==> src/rtl/ram_dump_engine_pkg.sv <==
// Shared types for the RAM dump engine: RAM handshake states, word type and
// the dump sequencer states.
package ram_dump_engine_pkg;

  typedef logic [31:0] word_t;

  typedef enum logic [1:0] {
    FREE   = 2'd0,
    BUSY   = 2'd1,
    ACCESS = 2'd2,
    ERROR  = 2'd3
  } ramstate_t;

  typedef enum logic [2:0] {
    IDLE  = 3'd0,
    ARM   = 3'd1,
    READ  = 3'd2,
    RETRY = 3'd3,
    EMIT  = 3'd4,
    NEXT  = 3'd5,
    DONE  = 3'd6
  } dump_state_t;

  // Byte address of word idx; wraps modulo 2^32.
  function automatic word_t word_addr(input word_t base, input word_t idx);
    return base + {idx[29:0], 2'b00};
  endfunction

endpackage

==> src/rtl/ram_dump_engine_stream_reg.sv <==
// Single-entry valid/ready holding register for emitted dump words.
// Address and data stay stable while valid is high and the consumer stalls.
module dump_stream_reg
  import ram_dump_engine_pkg::*;
(
  input  logic  clk,
  input  logic  rst_n,
  input  logic  clr_i,
  input  logic  load_i,
  input  word_t addr_i,
  input  word_t data_i,
  input  logic  ready_i,
  output logic  valid_o,
  output word_t addr_o,
  output word_t data_o
);

  logic  valid_q, valid_d;
  word_t addr_q, addr_d;
  word_t data_q, data_d;

  always_comb begin
    valid_d = valid_q;
    addr_d  = addr_q;
    data_d  = data_q;
    if (clr_i) begin
      valid_d = 1'b0;
      addr_d  = '0;
      data_d  = '0;
    end else if (load_i) begin
      valid_d = 1'b1;
      addr_d  = addr_i;
      data_d  = data_i;
    end else if (valid_q && ready_i) begin
      valid_d = 1'b0;
    end
  end

  always_ff @(posedge clk or negedge rst_n) begin
    if (!rst_n) begin
      valid_q <= 1'b0;
      addr_q  <= '0;
      data_q  <= '0;
    end else begin
      valid_q <= valid_d;
      addr_q  <= addr_d;
      data_q  <= data_d;
    end
  end

  assign valid_o = valid_q;
  assign addr_o  = addr_q;
  assign data_o  = data_q;

endmodule

==> src/rtl/ram_dump_engine.sv <==
// Post-halt RAM dump initiator: takes RAM ownership, reads WORDS words from
// BASE, streams non-skipped words out and keeps a running checksum.
module ram_dump_engine
  import ram_dump_engine_pkg::*;
#(
  parameter int          WORDS     = 16384,
  parameter logic [31:0] BASE      = 32'h0,
  parameter int          SKIP_ZERO = 1,
  parameter int          MAX_RETRY = 3
) (
  input  logic        CLK,
  input  logic        nRST,
  input  logic        start,
  input  logic        halt,
  output logic        tb_ctrl,
  output logic        ram_ren,
  output logic        ram_wen,
  output logic [31:0] ram_addr,
  output logic [31:0] ram_store,
  input  logic [31:0] ram_load,
  input  logic [1:0]  ram_state,
  output logic        out_valid,
  input  logic        out_ready,
  output logic [31:0] out_addr,
  output logic [31:0] out_data,
  output logic        busy,
  output logic        done,
  output logic        err,
  output logic [31:0] checksum
);

  localparam int IDX_W = (WORDS > 1) ? $clog2(WORDS) : 1;
  localparam int RTY_W = (MAX_RETRY > 0) ? $clog2(MAX_RETRY + 1) : 1;

  dump_state_t      state_q, state_d;
  logic [IDX_W-1:0] idx_q, idx_d;
  logic [RTY_W-1:0] retry_q, retry_d;
  word_t            cks_q, cks_d;
  logic             done_q, done_d;
  logic             err_q, err_d;
  logic             emit_load, flush;
  ramstate_t        rs_w;
  word_t            addr_w;

  assign rs_w   = ramstate_t'(ram_state);
  assign addr_w = word_addr(BASE, 32'(idx_q));

  always_comb begin
    state_d   = state_q;
    idx_d     = idx_q;
    retry_d   = retry_q;
    cks_d     = cks_q;
    done_d    = done_q;
    err_d     = err_q;
    emit_load = 1'b0;
    flush     = 1'b0;
    case (state_q)
      IDLE, DONE: begin
        if (start) begin
          state_d = ARM;
          idx_d   = '0;
          retry_d = '0;
          cks_d   = '0;
          done_d  = 1'b0;
          err_d   = 1'b0;
          flush   = 1'b1;
        end
      end
      ARM: begin
        if (halt) state_d = READ;
      end
      READ: begin
        case (rs_w)
          ACCESS: begin
            // Zero words still count toward the checksum even when skipped.
            cks_d = cks_q + ram_load;
            if ((SKIP_ZERO != 0) && (ram_load == 32'h0)) begin
              state_d = NEXT;
            end else begin
              emit_load = 1'b1;
              state_d   = EMIT;
            end
          end
          ERROR: begin
            if (32'(retry_q) + 32'd1 >= 32'(MAX_RETRY)) begin
              state_d = DONE;
              done_d  = 1'b1;
              err_d   = 1'b1;
            end else begin
              retry_d = retry_q + RTY_W'(1);
              state_d = RETRY;
            end
          end
          default: ;
        endcase
      end
      RETRY: state_d = READ;
      EMIT: begin
        if (out_valid && out_ready) state_d = NEXT;
      end
      NEXT: begin
        retry_d = '0;
        if (idx_q == IDX_W'(WORDS - 1)) begin
          state_d = DONE;
          done_d  = 1'b1;
        end else begin
          idx_d   = idx_q + IDX_W'(1);
          state_d = READ;
        end
      end
      default: state_d = IDLE;
    endcase
  end

  always_ff @(posedge CLK or negedge nRST) begin
    if (!nRST) begin
      state_q <= IDLE;
      idx_q   <= '0;
      retry_q <= '0;
      cks_q   <= '0;
      done_q  <= 1'b0;
      err_q   <= 1'b0;
    end else begin
      state_q <= state_d;
      idx_q   <= idx_d;
      retry_q <= retry_d;
      cks_q   <= cks_d;
      done_q  <= done_d;
      err_q   <= err_d;
    end
  end

  dump_stream_reg u_stream (
    .clk     (CLK),
    .rst_n   (nRST),
    .clr_i   (flush),
    .load_i  (emit_load),
    .addr_i  (addr_w),
    .data_i  (ram_load),
    .ready_i (out_ready),
    .valid_o (out_valid),
    .addr_o  (out_addr),
    .data_o  (out_data)
  );

  // Moore decode so reset drops every control output immediately.
  assign tb_ctrl   = (state_q == READ) || (state_q == RETRY) ||
                     (state_q == EMIT) || (state_q == NEXT);
  assign ram_ren   = (state_q == READ);
  assign ram_addr  = tb_ctrl ? addr_w : 32'h0;
  assign ram_wen   = 1'b0;
  assign ram_store = 32'h0;
  assign busy      = (state_q != IDLE) && (state_q != DONE);
  assign done      = done_q;
  assign err       = err_q;
  assign checksum  = cks_q;

endmodule

==> config.mk <==
export PLATFORM = sky130hd
export DESIGN_NAME = ram_dump_engine
export DESIGN_NICKNAME = d
export VERILOG_FILES = /design/src/rtl/ram_dump_engine_pkg.sv /design/src/rtl/ram_dump_engine_stream_reg.sv /design/src/rtl/ram_dump_engine.sv
export SDC_FILE = /design/constraint.sdc
export NUM_CORES = 1
export LEC_CHECK = 0
export ABC_AREA = 1
export ABC_CLOCK_PERIOD_IN_PS = 2300
export CAP_MARGIN = 20
export CORE_ASPECT_RATIO = 1.4
export CORE_MARGIN = 5
export CORE_UTILIZATION = 35
export DETAILED_ROUTE_END_ITERATION = 7
export PLACE_DENSITY_LB_ADDON = 0.1
export REMOVE_ABC_BUFFERS = 1
export SYNTH_ARGS = -nofsm -noshare
export SYNTH_HDL_FRONTEND = slang
export SYNTH_HIERARCHICAL = 1
export SYNTH_SLANG_ARGS = --single-unit
==> constraint.sdc <==
create_clock -name CLK -period 2.3 [get_ports CLK]
set_input_delay 0.345 -clock CLK [delete_from_list [all_inputs] [get_ports CLK]]
set_output_delay 0.345 -clock CLK [all_outputs]
set_load 0.02 [all_outputs]
==> results.json <==
{
  "status": "complete, no violations",
  "hp-class": "in2async",
  "rsz0062_at_grt": "true",
  "first_pass_iters": 5,
  "endpoint_kind": "output pin",
  "p_leak_uw": 0.00604,
  "syn_area_um2": 8130,
  "ant_nets": 0,
  "syn_inst": 1181,
  "ys_seq_area_share_pct": 36.3,
  "synth_cell_type_count": 40,
  "num-fill-cells": 2387,
  "skew_ns": 0.0132,
  "initialDrtViolationCount": 392,
  "ys_async_sr_fraction_pct": 100,
  "cp_common_cell": "nor2_2",
  "antenna_found_initial": 1,
  "cp_cell_sequence": "nor2_2, inv_2, nand2_2, inv_1, nor2_2, dlygate4sd2_1",
  "finalNetCount": 1505,
  "r2r_start": "state_q[2]",
  "worstSkewPairLatency_ns": 0.43,
  "power-per-cell-area_nw_per_um2": 1160,
  "cp_top_family": "buffers and inverters",
  "fin_cells": 1751,
  "synth_area_leaders": "dfrtp_1 (36%), nand2_1 (21%), nand3_1 (7.0%), inv_1 (6.5%), buf_4 (5.7%)",
  "maxClockFrequency_ghz": 0.439,
  "yosysTopAreaCellShare_pct": 36.3,
  "crit_fanout": 14,
  "path_buf_inv": 3,
  "placed_area_um2": 10400,
  "ys_dominant_reg_cell": "dfrtp_1",
  "tightest_slew_ns": 0.601,
  "routed_wl_mm": 26.1,
  "grt_usage_pct": 19.5,
  "synth_edf_count": 0,
  "rows": 66,
  "cpPeakStageDelay_ns": 0.46,
  "cts_root_buffer": "clkbuf_16",
  "synth.largest_area_cell": "dfrtp_1",
  "drive_gt1_share_pct": 11.1,
  "worst-setup-path-type": "reg2out",
  "grt_pass1_vias": 7823,
  "wl_per_cell_um": 14.9,
  "syn2layout_area_growth_pct": 36.0,
  "worstPathArrival_ns": 1.93,
  "relSlewSlack_pct": 59.8,
  "clk_pin_slew_ns": 0.06,
  "via_per_inst": 4.49,
  "yosysMostFrequentCell": "nand2_1",
  "syn_avg_cell_area_um2": 6.88,
  "clockBufferDepth": 2,
  "fin_crit_ns": 2.28,
  "drv_cap": 0,
  "die_y_um": 190,
  "startpoint_type": "flip-flop",
  "crit_path_start": "state_q[2]",
  "core_um2": 23000,
  "cpMaxStageDelayCell": "dfrtp_1",
  "slew_viol_final": 0,
  "finalInstanceArea_um2": 11100,
  "grt_max_degree": 66,
  "synthTopCellsByCount": "nand2_1 (445), inv_1 (141), dfrtp_1 (118), nand3_1 (114), nor2_1 (101)",
  "die-area_um2": 26400,
  "cts_max_level": 4,
  "num_vias": 7868,
  "finalHoldViolCount": 0,
  "ioPinCount": 206,
  "setup_viol": 0,
  "grt_overflow_total": 0,
  "ys_ff_latch": 118,
  "drc": 0,
  "ir_drop_mv": 0.545,
  "place_hpwl_mm": 19.9,
  "cts_sinks": 118,
  "grt_pass1_wl_mm": 41.0,
  "io_buffers": 154,
  "die_w_um": 139,
  "seq_area_um2": 2950,
  "cts_tree": "done",
  "routabilityCongestion": 0.867,
  "multi_input_area_um2": 4260,
  "ys.warnings.count": 6,
  "cts_buffers": 17,
  "initial_core_util_pct": 35.3,
  "critPathRequiredTime_ns": 1.96,
  "period_share_pct": 99.0,
  "r2r_slack_ns": 0.28,
  "placed_cells": 1716
}
-- flip-flops by register name, indices dropped and copies added, names as in the netlist --
signal,cells
state_q,3
u_stream/data_o,32
u_stream/valid_o,1
done,1
u_stream/addr_o,32
retry_q,2
idx_q,14
checksum,32
err,1
-- area by class of cell --
cell class	instances	share of cell area, %
well taps	306	3.46
clock inverters	9	1.54
clock buffers	23	4.41
inverters	151	5.15
multi-input cells	902	38.5
diodes	1	0.0226
flip-flops and latches	118	26.7
repair buffers	241	20.2
-- what timing repair did --
item,in CTS,in global routing
pin swaps,0,1
setup endpoints to repair,15,36
hold endpoints to repair,34,0
hold buffers,1,0
setup buffers,0,0
gates cloned,0,1
resized for setup,17,6
-- logic make-up (layout without fill, tap and decap cells) --
kind of cell             count (synthesis)  after routing  synth area share [%]
AO/OA/AOI/OAI                           82             82                  6.24
XOR/XNOR                                13             13                  1.40
adder cells (fa/ha/maj)                 35             35                  5.48
buffers and inverters                  230            424                  14.7
flip-flops                             118            118                  36.3
other                                    1             70                0.0461
AND/OR/NAND/NOR                        702            703                  35.8
-- routing by layer --
layer / global-route usage [%] / wire (um) / up-vias
li1: - / - / 4080
met1: 23.1 / 11000 / 3555
met2: 36.2 / 13600 / 200
met3: 3.39 / 1090 / 33
met4: 5.57 / 466 / 0
met5: 0 / 0 / -
-- report_power, final --
part           internal (uW)  leakage [uW]  switching (uW)
registers               2670       0.00161             473
logic                   2660       0.00410            3990
clock network           2030      0.000327             985
total                   7360       0.00604            5450
-- worst register-to-register path, cell delays in order, from the launching register on --
cell     delay (ns)
dfrtp_1        0.46
nor2_2         0.18
inv_2          0.06
nand2_2        0.06
buf_4          0.12
nor2_4         0.05
nand2_4        0.06
inv_2          0.13
nor2_4         0.53
nand2_1        0.10
o21ai_1        0.18
-- path summary, 6_finish.rpt --
path,to,cells past startpoint
max,ram_addr[9],6
min,checksum[3],2
max reg2reg,checksum[13],10
min reg2reg,u_stream/addr_o[8],2
max in group asynchronous,u_stream/addr_o[7],3
min in group CLK,u_stream/addr_o[8],2
-- cells in the final DEF (no fill, tap or decap), types with 9 or more instances in the layout --
cell type and instances:
nand2_1 445, inv_1 141, clkdlybuf4s50_1 136, dfrtp_1 118, nand3_1 113, nor2_1 99, buf_4 83, conb_1 69
ha_1 34, a21oi_1 28, o21ai_1 18, clkbuf_16 17, o21ai_0 14, dlygate4sd2_1 14, nor3_1 12, inv_2 9
nand2_2 9
-- metrics by stage --
| step | setup WS, ns | util [%] | TNS [ns] | hold WS [ns] | power [uW] |
|---|---|---|---|---|---|
| 3_3_place_gp | -0.175 | 45.0 | -3.32 | 0.369 | 9810 |
| 6_report | 0.0222 | 48.0 | 0 | 0.451 | 12800 |
| 5_1_grt | -0.0886 | 48.0 | -0.820 | 0.495 | 13700 |
| 4_1_cts | 0.00114 | 47.9 | 0 | 0.464 | 12900 |
| 2_1_floorplan | -1.87 | - | -120.64 | 0.0494 | 6760 |
| 3_5_place_dp | -0.203 | 45.0 | -3.57 | 0.374 | 9830 |
Power figures use the tool's default switching activity.
